<file path="src/rtl/ftdi_async_dev.sv">
// rtl/ftdi_async_dev.sv - FT245-style async FIFO bus device responder with RX/TX byte FIFOs
// Optional feature macro: FTDI_ASYNC_DEV_LOOPBACK_EN (adds loopback_i, TX pops feed the RX FIFO)
module ftdi_async_dev #(
    parameter int DEPTH       = 16,
    parameter int ADDR_W      = 4,
    parameter int RXF_HOLDOFF = 3,
    parameter int TXE_HOLDOFF = 3
) (
    input  logic       clk_i,
    input  logic       rst_ni,
    input  logic       ftdi_rdn_i,
    input  logic       ftdi_wrn_i,
    input  logic [7:0] ftdi_data_in_i,
    output logic       ftdi_rxf_o,
    output logic       ftdi_txe_o,
    output logic [7:0] ftdi_data_out_o,
    output logic       ftdi_data_oe_o,
    input  logic       host_in_valid_i,
    input  logic [7:0] host_in_data_i,
    output logic       host_in_accept_o,
    output logic       host_out_valid_o,
    output logic [7:0] host_out_data_o,
    input  logic       host_out_accept_i,
`ifdef FTDI_ASYNC_DEV_LOOPBACK_EN
    input  logic       loopback_i,
`endif
    output logic       protocol_err_o
);
    typedef enum logic [1:0] {R_IDLE, R_READY, R_ACTIVE, R_HOLD} r_state_t;
    typedef enum logic [1:0] {W_IDLE, W_ACTIVE, W_HOLD} w_state_t;

    localparam logic [ADDR_W:0] FULL_CNT = (ADDR_W+1)'(DEPTH);

    logic [7:0]      rx_mem [DEPTH];
    logic [7:0]      tx_mem [DEPTH];
    logic [ADDR_W:0] rx_wp, rx_rp, tx_wp, tx_rp;
    logic            rx_empty, rx_full, tx_empty, tx_full;
    logic            rx_push, rx_pop, tx_push, tx_pop;
    logic [7:0]      rx_push_data;
    logic            lb, lb_move;

    logic            rd_s1, rd_s2, rd_q, wr_s1, wr_s2, wr_q;
    logic            rd_fall, rd_rise, wr_fall, wr_rise, both_low;

    r_state_t        r_state;
    w_state_t        w_state;
    logic [7:0]      r_cnt, w_cnt;

`ifdef FTDI_ASYNC_DEV_LOOPBACK_EN
    assign lb = loopback_i;
`else
    assign lb = 1'b0;
`endif

    assign rx_empty = (rx_wp == rx_rp);
    assign rx_full  = ((rx_wp - rx_rp) == FULL_CNT);
    assign tx_empty = (tx_wp == tx_rp);
    assign tx_full  = ((tx_wp - tx_rp) == FULL_CNT);

    assign rd_fall  = rd_q & ~rd_s2;
    assign rd_rise  = ~rd_q & rd_s2;
    assign wr_fall  = wr_q & ~wr_s2;
    assign wr_rise  = ~wr_q & wr_s2;
    assign both_low = ~rd_s2 & ~wr_s2;

    assign host_in_accept_o = ~rx_full & ~lb;
    assign host_out_valid_o = ~tx_empty & ~lb;
    assign host_out_data_o  = tx_mem[tx_rp[ADDR_W-1:0]];

    // In loopback the TX head moves straight into RX whenever RX has room.
    assign lb_move      = lb & ~tx_empty & ~rx_full;
    assign rx_push      = (host_in_valid_i & host_in_accept_o) | lb_move;
    assign rx_push_data = lb ? host_out_data_o : host_in_data_i;
    assign tx_pop       = (host_out_valid_o & host_out_accept_i) | lb_move;
    assign rx_pop       = (r_state == R_ACTIVE) & rd_rise & ~both_low;
    assign tx_push      = (w_state == W_IDLE) & wr_fall & ~ftdi_txe_o & ~both_low;

    always_ff @(posedge clk_i) begin
        if (rx_push) rx_mem[rx_wp[ADDR_W-1:0]] <= rx_push_data;
        if (tx_push) tx_mem[tx_wp[ADDR_W-1:0]] <= ftdi_data_in_i;
    end

    always_ff @(posedge clk_i or negedge rst_ni) begin
        if (!rst_ni) begin
            rx_wp <= '0;
            rx_rp <= '0;
            tx_wp <= '0;
            tx_rp <= '0;
        end else begin
            if (rx_push) rx_wp <= rx_wp + 1'b1;
            if (rx_pop)  rx_rp <= rx_rp + 1'b1;
            if (tx_push) tx_wp <= tx_wp + 1'b1;
            if (tx_pop)  tx_rp <= tx_rp + 1'b1;
        end
    end

    always_ff @(posedge clk_i or negedge rst_ni) begin
        if (!rst_ni) begin
            rd_s1           <= 1'b1;
            rd_s2           <= 1'b1;
            rd_q            <= 1'b1;
            wr_s1           <= 1'b1;
            wr_s2           <= 1'b1;
            wr_q            <= 1'b1;
            r_state         <= R_IDLE;
            w_state         <= W_IDLE;
            r_cnt           <= '0;
            w_cnt           <= '0;
            ftdi_rxf_o      <= 1'b1;
            ftdi_txe_o      <= 1'b1;
            ftdi_data_out_o <= '0;
            ftdi_data_oe_o  <= 1'b0;
            protocol_err_o  <= 1'b0;
        end else begin
            rd_s1 <= ftdi_rdn_i;
            rd_s2 <= rd_s1;
            rd_q  <= rd_s2;
            wr_s1 <= ftdi_wrn_i;
            wr_s2 <= wr_s1;
            wr_q  <= wr_s2;

            if ((rd_fall && ftdi_rxf_o) || (wr_fall && ftdi_txe_o) || both_low)
                protocol_err_o <= 1'b1;

            if (both_low) begin
                r_state        <= R_IDLE;
                w_state        <= W_IDLE;
                ftdi_rxf_o     <= 1'b1;
                ftdi_txe_o     <= 1'b1;
                ftdi_data_oe_o <= 1'b0;
            end else begin
                case (r_state)
                    R_IDLE: if (!rx_empty) begin
                        ftdi_data_out_o <= rx_mem[rx_rp[ADDR_W-1:0]];
                        ftdi_rxf_o      <= 1'b0;
                        r_state         <= R_READY;
                    end
                    R_READY: if (rd_fall) begin
                        ftdi_data_oe_o <= 1'b1;
                        r_state        <= R_ACTIVE;
                    end
                    R_ACTIVE: if (rd_rise) begin
                        ftdi_rxf_o     <= 1'b1;
                        ftdi_data_oe_o <= 1'b0;
                        r_cnt          <= 8'(RXF_HOLDOFF);
                        r_state        <= R_HOLD;
                    end
                    R_HOLD: begin
                        // A zero holdoff still spends one cycle here.
                        if (r_cnt <= 8'd1) r_state <= R_IDLE;
                        else               r_cnt   <= r_cnt - 8'd1;
                    end
                    default: r_state <= R_IDLE;
                endcase

                case (w_state)
                    W_IDLE: begin
                        if (wr_fall && !ftdi_txe_o) begin
                            ftdi_txe_o <= 1'b1;
                            w_state    <= W_ACTIVE;
                        end else begin
                            ftdi_txe_o <= tx_full;
                        end
                    end
                    W_ACTIVE: if (wr_rise) begin
                        w_cnt   <= 8'(TXE_HOLDOFF);
                        w_state <= W_HOLD;
                    end
                    W_HOLD: begin
                        if (w_cnt <= 8'd1) w_state <= W_IDLE;
                        else               w_cnt   <= w_cnt - 8'd1;
                    end
                    default: w_state <= W_IDLE;
                endcase
            end
        end
    end
endmodule

</file>
<file path="config.mk">
export PLATFORM = sky130hd
export DESIGN_NAME = ftdi_async_dev
export DESIGN_NICKNAME = d
export VERILOG_FILES = /design/src/rtl/ftdi_async_dev.sv
export SDC_FILE = /design/constraint.sdc
export NUM_CORES = 1
export LEC_CHECK = 0
export ABC_CLOCK_PERIOD_IN_PS = 5450
export BUFFER_PORTS_ARGS = -buffer_cell sky130_fd_sc_hd__clkbuf_2
export CAP_MARGIN = 20
export CORE_MARGIN = 2
export CORE_UTILIZATION = 45
export CTS_CLUSTER_SIZE = 20
export DETAILED_ROUTE_END_ITERATION = 10
export PLACE_DENSITY = 0.63
export SLEW_MARGIN = 20
export SYNTH_ARGS = -nofsm -noshare
export SYNTH_HDL_FRONTEND = slang
export SYNTH_SLANG_ARGS = --single-unit
</file>
<file path="constraint.sdc">
create_clock -name clk_i -period 5.45 [get_ports clk_i]
set_clock_uncertainty 0.15 [all_clocks]
set_input_delay 1.09 -clock clk_i [delete_from_list [all_inputs] [get_ports clk_i]]
set_output_delay 1.09 -clock clk_i [all_outputs]
set_load 0.005 [all_outputs]
</file>
==> reports/results.ini, run 1 <==
[global_routing]
grt_start_max_net_pins = 59
antenna_found_initial = 0
grt_overflow = 0
grt_pass1_vias = 7096
grtUsageTotal_pct = 16.8
grt_pass1_wl_um = 40100

[setup_path]
critPathLaunchType = flop
cp.arrival_ns = 3.17
end_kind = primary output
critical_path_class = flop to primary output
required_ns = 4.21
r2r_cells = 7
worstPathMaxFanout = 17

[finish]
fillers = 2313
area_growth_pct = 13.7
diodes = 0
regArea_um2 = 9150
multiInputGateArea_um2 = 3720
final_nets = 852
design_area_um2 = 14900
drive_gt1_share_pct = 26.7

[routing]
wl_per_cell_um = 20.5
dr.pass1.iters = 5
viasPerCell = 5.50
via_count = 6664
dr.first_iter.drc_count = 560
routed_wl_um = 24800
drc = 0
drtAntennaViolNets = 0

[clocking]
cts_root_buf = clkbuf_16
ctsHoldBuffers = 0
cts-resized-gates = 0
insertion_delay_ns = 0.55
numCtsBuffers = 31
post_cts_buffers = 0
clock-sinks = 314
h-tree-depth = 1
cts_tree = done
path_clk_slew_ns = 0.06
cts_max_path_buffers = 3

[yosys]
synth_top_family_by_area = multiplexers
ys_ff_latch = 314
async_flop_share_pct = 18.5
synthXorXnorAreaFrac_pct = 1.93
yosys.area.top_type_share_pct = 58.7
synth_area_leader_cell = edfxtp_1
yosys.area_share.simple_pct = 6.44
synth.area.mux_share_pct = 13.9
yosys-top-cells-area = edfxtp_1 (59%), mux4_2 (12%), dfrtp_1 (9.6%), ha_1 (2.6%), dfstp_2 (1.6%)
syn_nets = 787
synth_cell_types = 61
avgSynthCellArea_um2 = 17.7
syn_area_um2 = 13100
ys_seq_area_share_pct = 69.9
synth_fa_ha_area_share_pct = 2.58
synthCells = 738
synth_compound_area_share_pct = 3.56
yosysWarnings = 0
ys.flop_type = edfxtp_1
synth_edf_count = 256

[timing]
maxSlewHeadroom_pct = 34.1
rsz0062_at_grt = no
hold_slack_ns = 0.207
hold_violations = 0
worst_pin_slew_ns = 0.985
fin_setup_tns_ns = 0
fin_crit_ns = 4.41
period_share_pct = 80.8
fmax_ghz = 0.227
slew_violations = 0
setup_viol = 0

[die]
row_count = 62
initial_core_util_pct = 45.6
core_region_area_um2 = 28700
die_w_um = 175
die_area_um2 = 30500
io_pins = 44
chipHeight_um = 175

[placement]
placed_area_um2 = 13800
io_buffers = 43
dpl.hpwl_um = 16200
place_congestion = 0.824

[hold_path]
min_path_type = flop to flop
holdPathStages = 0

[run_status]
outcome = finished clean

[flow_run]
maxCapViolCount = 0

[pwr]
p_leak_uw = 0.00526
peakVddDrop_mv = 0.244
power_density_nw_per_um2 = 505

[registers in the layout, summed over array words and instances, names as in the netlist, 2 cells and up]
signal           count
rx_wp                5
w_state              2
ftdi_data_out_o      8
w_cnt                8
tx_mem             128
r_state              2
rx_mem             128
tx_wp                5
rx_rp                5
r_cnt                8
tx_rp                5
[cell families after synthesis]
group,count (synthesis)
xor+xnor,28
buf+inv,54
mux,92
fa+ha+maj,27
flops,314
simple gates,164
compound gates,59
[area by class of cell]
type,instances,share of cell area (%)
well taps,384,3.23
repair buffers,64,2.51
flip-flops and latches,314,61.5
clock buffers,33,5.26
multi-input cells,370,25.0
inverters,22,0.555
clock inverters,25,1.91
[stage by stage]
stage | power [uW] | utilization [%] | cells | setup WS (ns)
final | 7520 | 51.8 | 1212 | 1.04
after floorplan | 4770 | - | 738 | 1.85
after global routing | 7930 | 51.8 | 1212 | 0.812
after CTS | 7590 | 51.8 | 1212 | 1.05
after global placement | 5280 | 48.1 | 1154 | 1.74
after detailed placement | 5390 | 48.1 | 1154 | 1.67
[cells in the mapped netlist, types with 2 or more instances]
cell type and count:
nand3_1 8, inv_2 2, nor2b_1 7, buf_1 3, and3_1 4, inv_1 20
nand4_1 9, xnor2_1 16, edfxtp_1 256, or2_2 3, dfstp_2 8, or3_1 6
nand2b_1 8, o22ai_1 2, and2_1 4, dfrtp_1 50, o221ai_1 9, nor2_1 36
a211o_1 3, o41ai_4 2, o21ai_0 9, nand2_1 36, buf_2 10, nor3_1 27
a21oi_1 15, a21boi_0 2, ha_1 27, clkbuf_1 19, a31oi_1 2, xor2_1 11
mux4_2 72, mux2i_1 19, nor4_1 5
[worst paths after layout]
path	slack [ns]	startpoint	endpoint
max	1.04	rx_rp[3]	host_in_accept_o
min in group asynchronous	0.54	rst_ni	w_cnt[5]
min reg2reg	0.21	wr_s1	wr_s2
min	0.21	wr_s1	wr_s2
max reg2reg	2.26	rx_rp[3]	rx_mem[11][4]
max in group asynchronous	4.07	rst_ni	tx_rp[0]
[critical path, stage by stage (launching register included)]
cell and delay (ns):
dfrtp_1 0.42, inv_2 0.41, ha_1 0.39, nand2_1 0.13, o21bai_1 0.18, nand4_1 0.27
a21oi_2 0.54, inv_1 0.11, clkbuf_2 0.15
[power breakdown]
group / internal [uW] / switching (uW) / leakage, uW
clock: 1290 / 902 / 0.000506
sequential: 2890 / 327 / 0.00301
combinational: 1040 / 1080 / 0.00174
total: 5210 / 2310 / 0.00526
[per-layer routing]
metal	vias to the layer above	global-route usage [%]	part of all wire, %
li1	3044	-	-
met1	3428	22.9	44
met2	161	28.9	50
met3	31	2.71	4.5
met4	0	3.47	1.6
met5	-	0	0
[layout by cell type (no fill, tap or decap), types with 7 or more instances in the layout]
cell	count
nor3_1	27
buf_4	21
o221ai_1	9
mux2i_1	19
nor2_1	36
nand3_1	8
dfrtp_1	47
dfstp_2	8
nor2b_1	7
a21oi_1	15
inv_1	20
clkbuf_16	31
edfxtp_1	256
clkbuf_2	43
ha_1	27
o21ai_0	9
mux4_2	72
nand2_1	36
nand4_1	9
nand2b_1	8
xor2_1	11
xnor2_1	16
Note: power is estimated with default switching activity, not from simulation.
==> run 2: changes to the inputs <==
--- a/config.mk
+++ b/config.mk
@@ -5,7 +5,7 @@
 export SDC_FILE = /design/constraint.sdc
 export NUM_CORES = 1
 export LEC_CHECK = 0
-export ABC_CLOCK_PERIOD_IN_PS = 5450
+export ABC_CLOCK_PERIOD_IN_PS = 4100
 export BUFFER_PORTS_ARGS = -buffer_cell sky130_fd_sc_hd__clkbuf_2
 export CAP_MARGIN = 20
 export CORE_MARGIN = 2
==> constraint.sdc (replaced) <==
create_clock -name clk_i -period 4.1 [get_ports clk_i]
set_clock_uncertainty 0.15 [all_clocks]
set_input_delay 0.82 -clock clk_i [delete_from_list [all_inputs] [get_ports clk_i]]
set_output_delay 0.82 -clock clk_i [all_outputs]
set_load 0.005 [all_outputs]
==> run 2 against run 1 <==
  * First-iteration DRC count increased by 6.8%
  * Total power increased by 33%
  * Sequential power increased by 31%
  * Clock power increased by 32%
  * Combinational power increased by 37%
  * Sequential cell count unchanged
  * Setup slack got worse by 0.81 ns
==> reports/results.ini, run 2 (synthesis results as in run 1) <==
[clocking]
path_clk_slew_ns = 0.06  ; about the same
cts-resized-gates = 0  ; unchanged
clock-sinks = 314  ; unchanged
ctsHoldBuffers = 0  ; unchanged
h-tree-depth = 2  ; was 1
cts_max_path_buffers = 3  ; unchanged
numCtsBuffers = 35  ; was 31
cts_tree = done  ; unchanged
insertion_delay_ns = 0.52  ; was 0.55 ns
post_cts_buffers = 0  ; unchanged
cts_root_buf = clkbuf_16  ; unchanged

[die]
core_region_area_um2 = 28700  ; unchanged
row_count = 62  ; unchanged
die_area_um2 = 30500  ; unchanged
initial_core_util_pct = 45.6  ; unchanged
die_w_um = 175  ; unchanged
chipHeight_um = 175  ; unchanged
io_pins = 44  ; unchanged

[pwr]
power_density_nw_per_um2 = 666  ; was 505 nW/um2
total_power_uw = 9990  ; was 7520 uW
p_leak_uw = 0.00535  ; was 0.00526 uW
peakVddDrop_mv = 0.345  ; was 0.244 mV

[setup_path]
critical-path-top-delay-family = compound AO/OA/AOI/OAI gates  ; unchanged
cp.arrival_ns = 2.90  ; was 3.17 ns
worstPathMaxFanout = 13  ; was 17
critPathLaunchType = flop  ; unchanged
cp_slowest_cell = a21oi_2  ; unchanged
slowest_delay_ns = 0.51  ; was 0.54 ns
critical_path_class = flop to primary output  ; unchanged
required_ns = 3.13  ; was 4.21 ns
worstPathCellList = ha_1 > nand2_1 > o21bai_1 > a211o_1 > a21oi_2 > inv_1 > clkbuf_2  ; was inv_2 > ha_1 > nand2_1 > o21bai_1 > nand4_1 > a21oi_2 > inv_1 > clkbuf_2
end_kind = primary output  ; unchanged
path_buf_inv = 2  ; was 3

[routing]
routed_wl_um = 26000  ; was 24800 um
dr.first_iter.drc_count = 598  ; was 560
drc = 0  ; unchanged
viasPerCell = 5.55  ; was 5.50
via_count = 6849  ; was 6664
wl_per_cell_um = 21.1  ; was 20.5 um
dr.pass1.iters = 6  ; was 5
drtAntennaViolNets = 0  ; unchanged

[timing]
fmax_ghz = 0.259
slew_violations = 0  ; unchanged
setup_viol = 0  ; unchanged
hold_violations = 0  ; unchanged
hold_slack_ns = 0.205  ; was 0.207 ns
worst_pin_slew_ns = 1.07  ; was 0.985 ns
rsz0062_at_grt = no  ; unchanged
period_share_pct = 94.3
maxSlewHeadroom_pct = 28.6  ; was 34.1%
fin_setup_tns_ns = 0  ; unchanged
fin_crit_ns = 3.87

[placement]
placed_area_um2 = 13900  ; was 13800 um2
place_congestion = 0.832  ; was 0.824
dp.cells = 1169  ; was 1154
dpl.hpwl_um = 16800  ; was 16200 um
io_buffers = 43  ; unchanged

[global_routing]
grt_overflow = 0  ; unchanged
grtUsageTotal_pct = 17.7  ; was 16.8%
grt_pass1_vias = 7265  ; was 7096
grt_pass1_wl_um = 41400  ; was 40100 um
antenna_found_initial = 0  ; unchanged
grt_start_max_net_pins = 36  ; was 59

[finish]
drive_gt1_share_pct = 27.4  ; was 26.7%
finalNonFillerCells = 1233  ; was 1212
design_area_um2 = 15000  ; was 14900 um2
mostFrequentLayoutCell = edfxtp_1  ; unchanged
final_cell_mix = edfxtp_1 (256), mux4_2 (72), dfrtp_1 (48), clkbuf_2 (43)  ; was edfxtp_1 (256), mux4_2 (72), dfrtp_1 (47), clkbuf_2 (43)
area_growth_pct = 14.6  ; was 13.7%
diodes = 0  ; unchanged
final_nets = 871  ; was 852

[flow_run]
maxCapViolCount = 0  ; unchanged

[run_status]
outcome = finished clean  ; unchanged

[hold_path]
min_path_type = flop to flop  ; unchanged

[run 2: cell count changes in the layout (fill, tap and decap cells not counted)]
cell        change
clkbuf_1        +5
dfrtp_1         +1
clkinv_2        +1
clkbuf_8        +1
dfrtp_2         -1
clkinv_1        +3
buf_4          +14
clkbuf_16       +4
clkinvlp_4      -2
clkinv_4        -2
buf_12          +1
bufinv_16       -4
[run 2: final cells by class]
cell class	count	area (um2)
Clock inverter	21	148
Tap cell	384	480
Multi-Input combinational cell	370	3720
Clock buffer	43	916
Inverter	22	82.6
Sequential cell	314	9150
Timing Repair Buffer	79	498
Fill cell	2298	13700
[run 2: per-layer routing]
layer / track usage, % / up-vias / wire [um]
met5: 0 / - / 0
met4: 5.56 / 0 / 550
met3: 2.73 / 42 / 977
met2: 30.4 / 135 / 13300
met1: 23.3 / 3594 / 11100
li1: - / 3078 / -
[run 2: power breakdown]
group / switching, uW / internal (uW)
combinational: 1490 / 1400
sequential: 366 / 3840
clock: 1230 / 1660
total: 3090 / 6900
[run 2: through the flow]
step / util [%] / worst slack, ns
after floorplan: - / 0.600
after global placement: 48.5 / 0.856
after detailed placement: 48.5 / 0.767
after CTS: 52.3 / 0.209
after global routing: 52.3 / 0.0798
final: 52.3 / 0.232
[run 2: path summary, 6_finish.rpt]
kind / from / end / slack (ns) / cells after the start
max: rx_wp[2] / host_in_accept_o / 0.23 / 7
min: wr_s1 / wr_s2 / 0.21 / 0
max reg2reg: rx_wp[2] / rx_mem[15][3] / 1.00 / 6
min reg2reg: wr_s1 / wr_s2 / 0.21 / 0
max in group asynchronous: rst_ni / rd_s2 / 2.52 / 2
min in group asynchronous: rst_ni / w_cnt[7] / 0.30 / 1
==> run 3: changes to the inputs <==
--- a/config.mk
+++ b/config.mk
@@ -8,12 +8,14 @@
 export ABC_CLOCK_PERIOD_IN_PS = 4100
 export BUFFER_PORTS_ARGS = -buffer_cell sky130_fd_sc_hd__clkbuf_2
 export CAP_MARGIN = 20
+export CELL_PAD_IN_SITES_DETAIL_PLACEMENT = 1
+export CELL_PAD_IN_SITES_GLOBAL_PLACEMENT = 2
 export CORE_MARGIN = 2
 export CORE_UTILIZATION = 45
 export CTS_CLUSTER_SIZE = 20
 export DETAILED_ROUTE_END_ITERATION = 10
-export PLACE_DENSITY = 0.63
-export SLEW_MARGIN = 20
+export PLACE_DENSITY = 0.78
+export SLEW_MARGIN = 15
 export SYNTH_ARGS = -nofsm -noshare
 export SYNTH_HDL_FRONTEND = slang
 export SYNTH_SLANG_ARGS = --single-unit
==> run 3 against run 2 <==
  * Global-route usage grew 1.7 points
  * First-iteration DRC count shrank 6.4%
  * Routed wire length grew 8.3%
  * Critical path depth shrank 3
  * Die area is the same
  * Sequential power is essentially flat
  * Combinational power grew 1%
  * Register-to-register slack lost 0.12 ns
  * Setup slack gained 0.080 ns
  * Critical path type unchanged
  * Highest routed layer unchanged
==> reports/results.ini, run 3 (synthesis results as in run 1) <==
[run_status]
outcome = finished clean  ; unchanged

[placement]
io_buffers = 43  ; unchanged
place_congestion = 0.806  ; was 0.832
dpl.hpwl_um = 18400  ; was 16800 um
pre_cts_slack_ns = 0.671  ; was 0.767 ns
placed_area_um2 = 13900  ; unchanged
dp.cells = 1169  ; unchanged

[finish]
diodes = 0  ; unchanged
area_growth_pct = 14.6  ; about the same
final_nets = 870  ; was 871
final_cell_mix = edfxtp_1 (256), mux4_2 (72), dfrtp_1 (48), clkbuf_2 (43)  ; unchanged
finalNonFillerCells = 1229  ; was 1233
drive_gt1_share_pct = 27.0  ; was 27.4%
mostFrequentLayoutCell = edfxtp_1  ; unchanged
design_area_um2 = 15000  ; about the same

[clocking]
h-tree-depth = 2  ; unchanged
cts-resized-gates = 0  ; unchanged
insertion_delay_ns = 0.51  ; was 0.52 ns
cts_root_buf = clkbuf_16  ; unchanged
clock-sinks = 314  ; unchanged
cts_tree = done  ; unchanged
path_clk_slew_ns = 0.06  ; about the same
post_cts_buffers = 0  ; unchanged
numCtsBuffers = 34  ; was 35
ctsHoldBuffers = 0  ; unchanged
cts_max_path_buffers = 3  ; unchanged

[hold_path]
holdPathStages = 0  ; unchanged
min_path_type = flop to flop  ; unchanged

[global_routing]
grt_start_max_net_pins = 36  ; unchanged
grtUsageTotal_pct = 19.4  ; was 17.7%
antenna_found_initial = 0  ; unchanged
grt_overflow = 0  ; unchanged
grt_pass1_vias = 7640  ; was 7265
grt_pass1_wl_um = 44900  ; was 41400 um

[timing]
fin_crit_ns = 3.79  ; was 3.87 ns
worst_pin_slew_ns = 0.956  ; was 1.07 ns
fmax_ghz = 0.264  ; was 0.259 GHz
hold_slack_ns = 0.206  ; was 0.205 ns
timing.final.ws_setup_ns = 0.312  ; was 0.232 ns
setup_viol = 0  ; unchanged
rsz0062_at_grt = no  ; unchanged
fin_setup_tns_ns = 0  ; unchanged
hold_violations = 0  ; unchanged
maxSlewHeadroom_pct = 36.1  ; was 28.6%
period_share_pct = 92.4  ; was 94.3%
slew_violations = 0  ; unchanged

[die]
chipHeight_um = 175  ; unchanged
initial_core_util_pct = 45.6  ; unchanged
io_pins = 44  ; unchanged
die_area_um2 = 30500  ; unchanged
row_count = 62  ; unchanged
core_region_area_um2 = 28700  ; unchanged
die_w_um = 175  ; unchanged

[routing]
wl_per_cell_um = 22.9  ; was 21.1 um
dr.pass1.iters = 4  ; was 6
dr.first_iter.drc_count = 560  ; was 598
drc = 0  ; unchanged
viasPerCell = 5.59  ; was 5.55
via_count = 6871  ; was 6849
drtAntennaViolNets = 0  ; unchanged
routed_wl_um = 28200  ; was 26000 um

[pwr]
power_density_nw_per_um2 = 669  ; was 666 nW/um2
p_leak_uw = 0.00535  ; about the same
peakVddDrop_mv = 0.379  ; was 0.345 mV

[flow_run]
maxCapViolCount = 0  ; unchanged

[setup_path]
worstPathMaxFanout = 22  ; was 13
cp.arrival_ns = 2.82  ; was 2.90 ns
r2r_cells = 6  ; unchanged
critical_path_class = flop to primary output  ; unchanged
required_ns = 3.13  ; about the same
end_kind = primary output  ; unchanged
critPathLaunchType = flop  ; unchanged

==> run 3: metrics by stage <==
stage               util, %  power (uW)
finish                 52.3       10000
global route           52.3       10600
CTS                    52.3       10200
detailed placement     48.5        7240
global placement       48.5        7080
floorplan                 -        6340
==> run 3: metal layers <==
| layer | global-route usage [%] | wire length [um] | vias to the layer above |
|---|---|---|---|
| li1 | - | - | 3073 |
| met1 | 24.9 | 11400 | 3603 |
| met2 | 34.2 | 14800 | 141 |
| met3 | 3.17 | 1310 | 54 |
| met4 | 5.31 | 628 | 0 |
| met5 | 0 | 0 | - |
==> run 3: path summary, 6_finish.rpt <==
| check | end | slack, ns | from |
|---|---|---|---|
| max in group asynchronous | ftdi_txe_o | 2.84 | rst_ni |
| worst max register to register | rx_mem[15][4] | 0.88 | rx_wp[2] |
| min in group asynchronous | rx_rp[4] | 0.24 | rst_ni |
| worst min-delay path | rd_s2 | 0.21 | rd_s1 |
| worst min register to register | rd_s2 | 0.21 | rd_s1 |
| worst max-delay path | host_out_data_o[3] | 0.31 | tx_rp[0] |
==> run 3: report_power, final <==
group	switching [uW]	total (uW)	leakage [uW]	internal, uW
Combinational	1540	2930	0.00182	1400
Clock	1210	2890	0.000516	1680
Sequential	377	4210	0.00302	3840
==> run 3: cell type report <==
cell class	instances	area, um2
fillers	2684	13700
multi-input cells	370	3730
inverters	22	82.6
clock inverters	16	175
flip-flops and latches	314	9150
repair buffers	79	498
clock buffers	44	888
well taps	384	480
==> run 3: worst max-delay path: stages, from the launching register on <==
cell and delay, ns:
dfrtp_2 0.82, buf_4 0.33, mux4_2 0.53, mux4_2 0.48
clkbuf_2 0.13
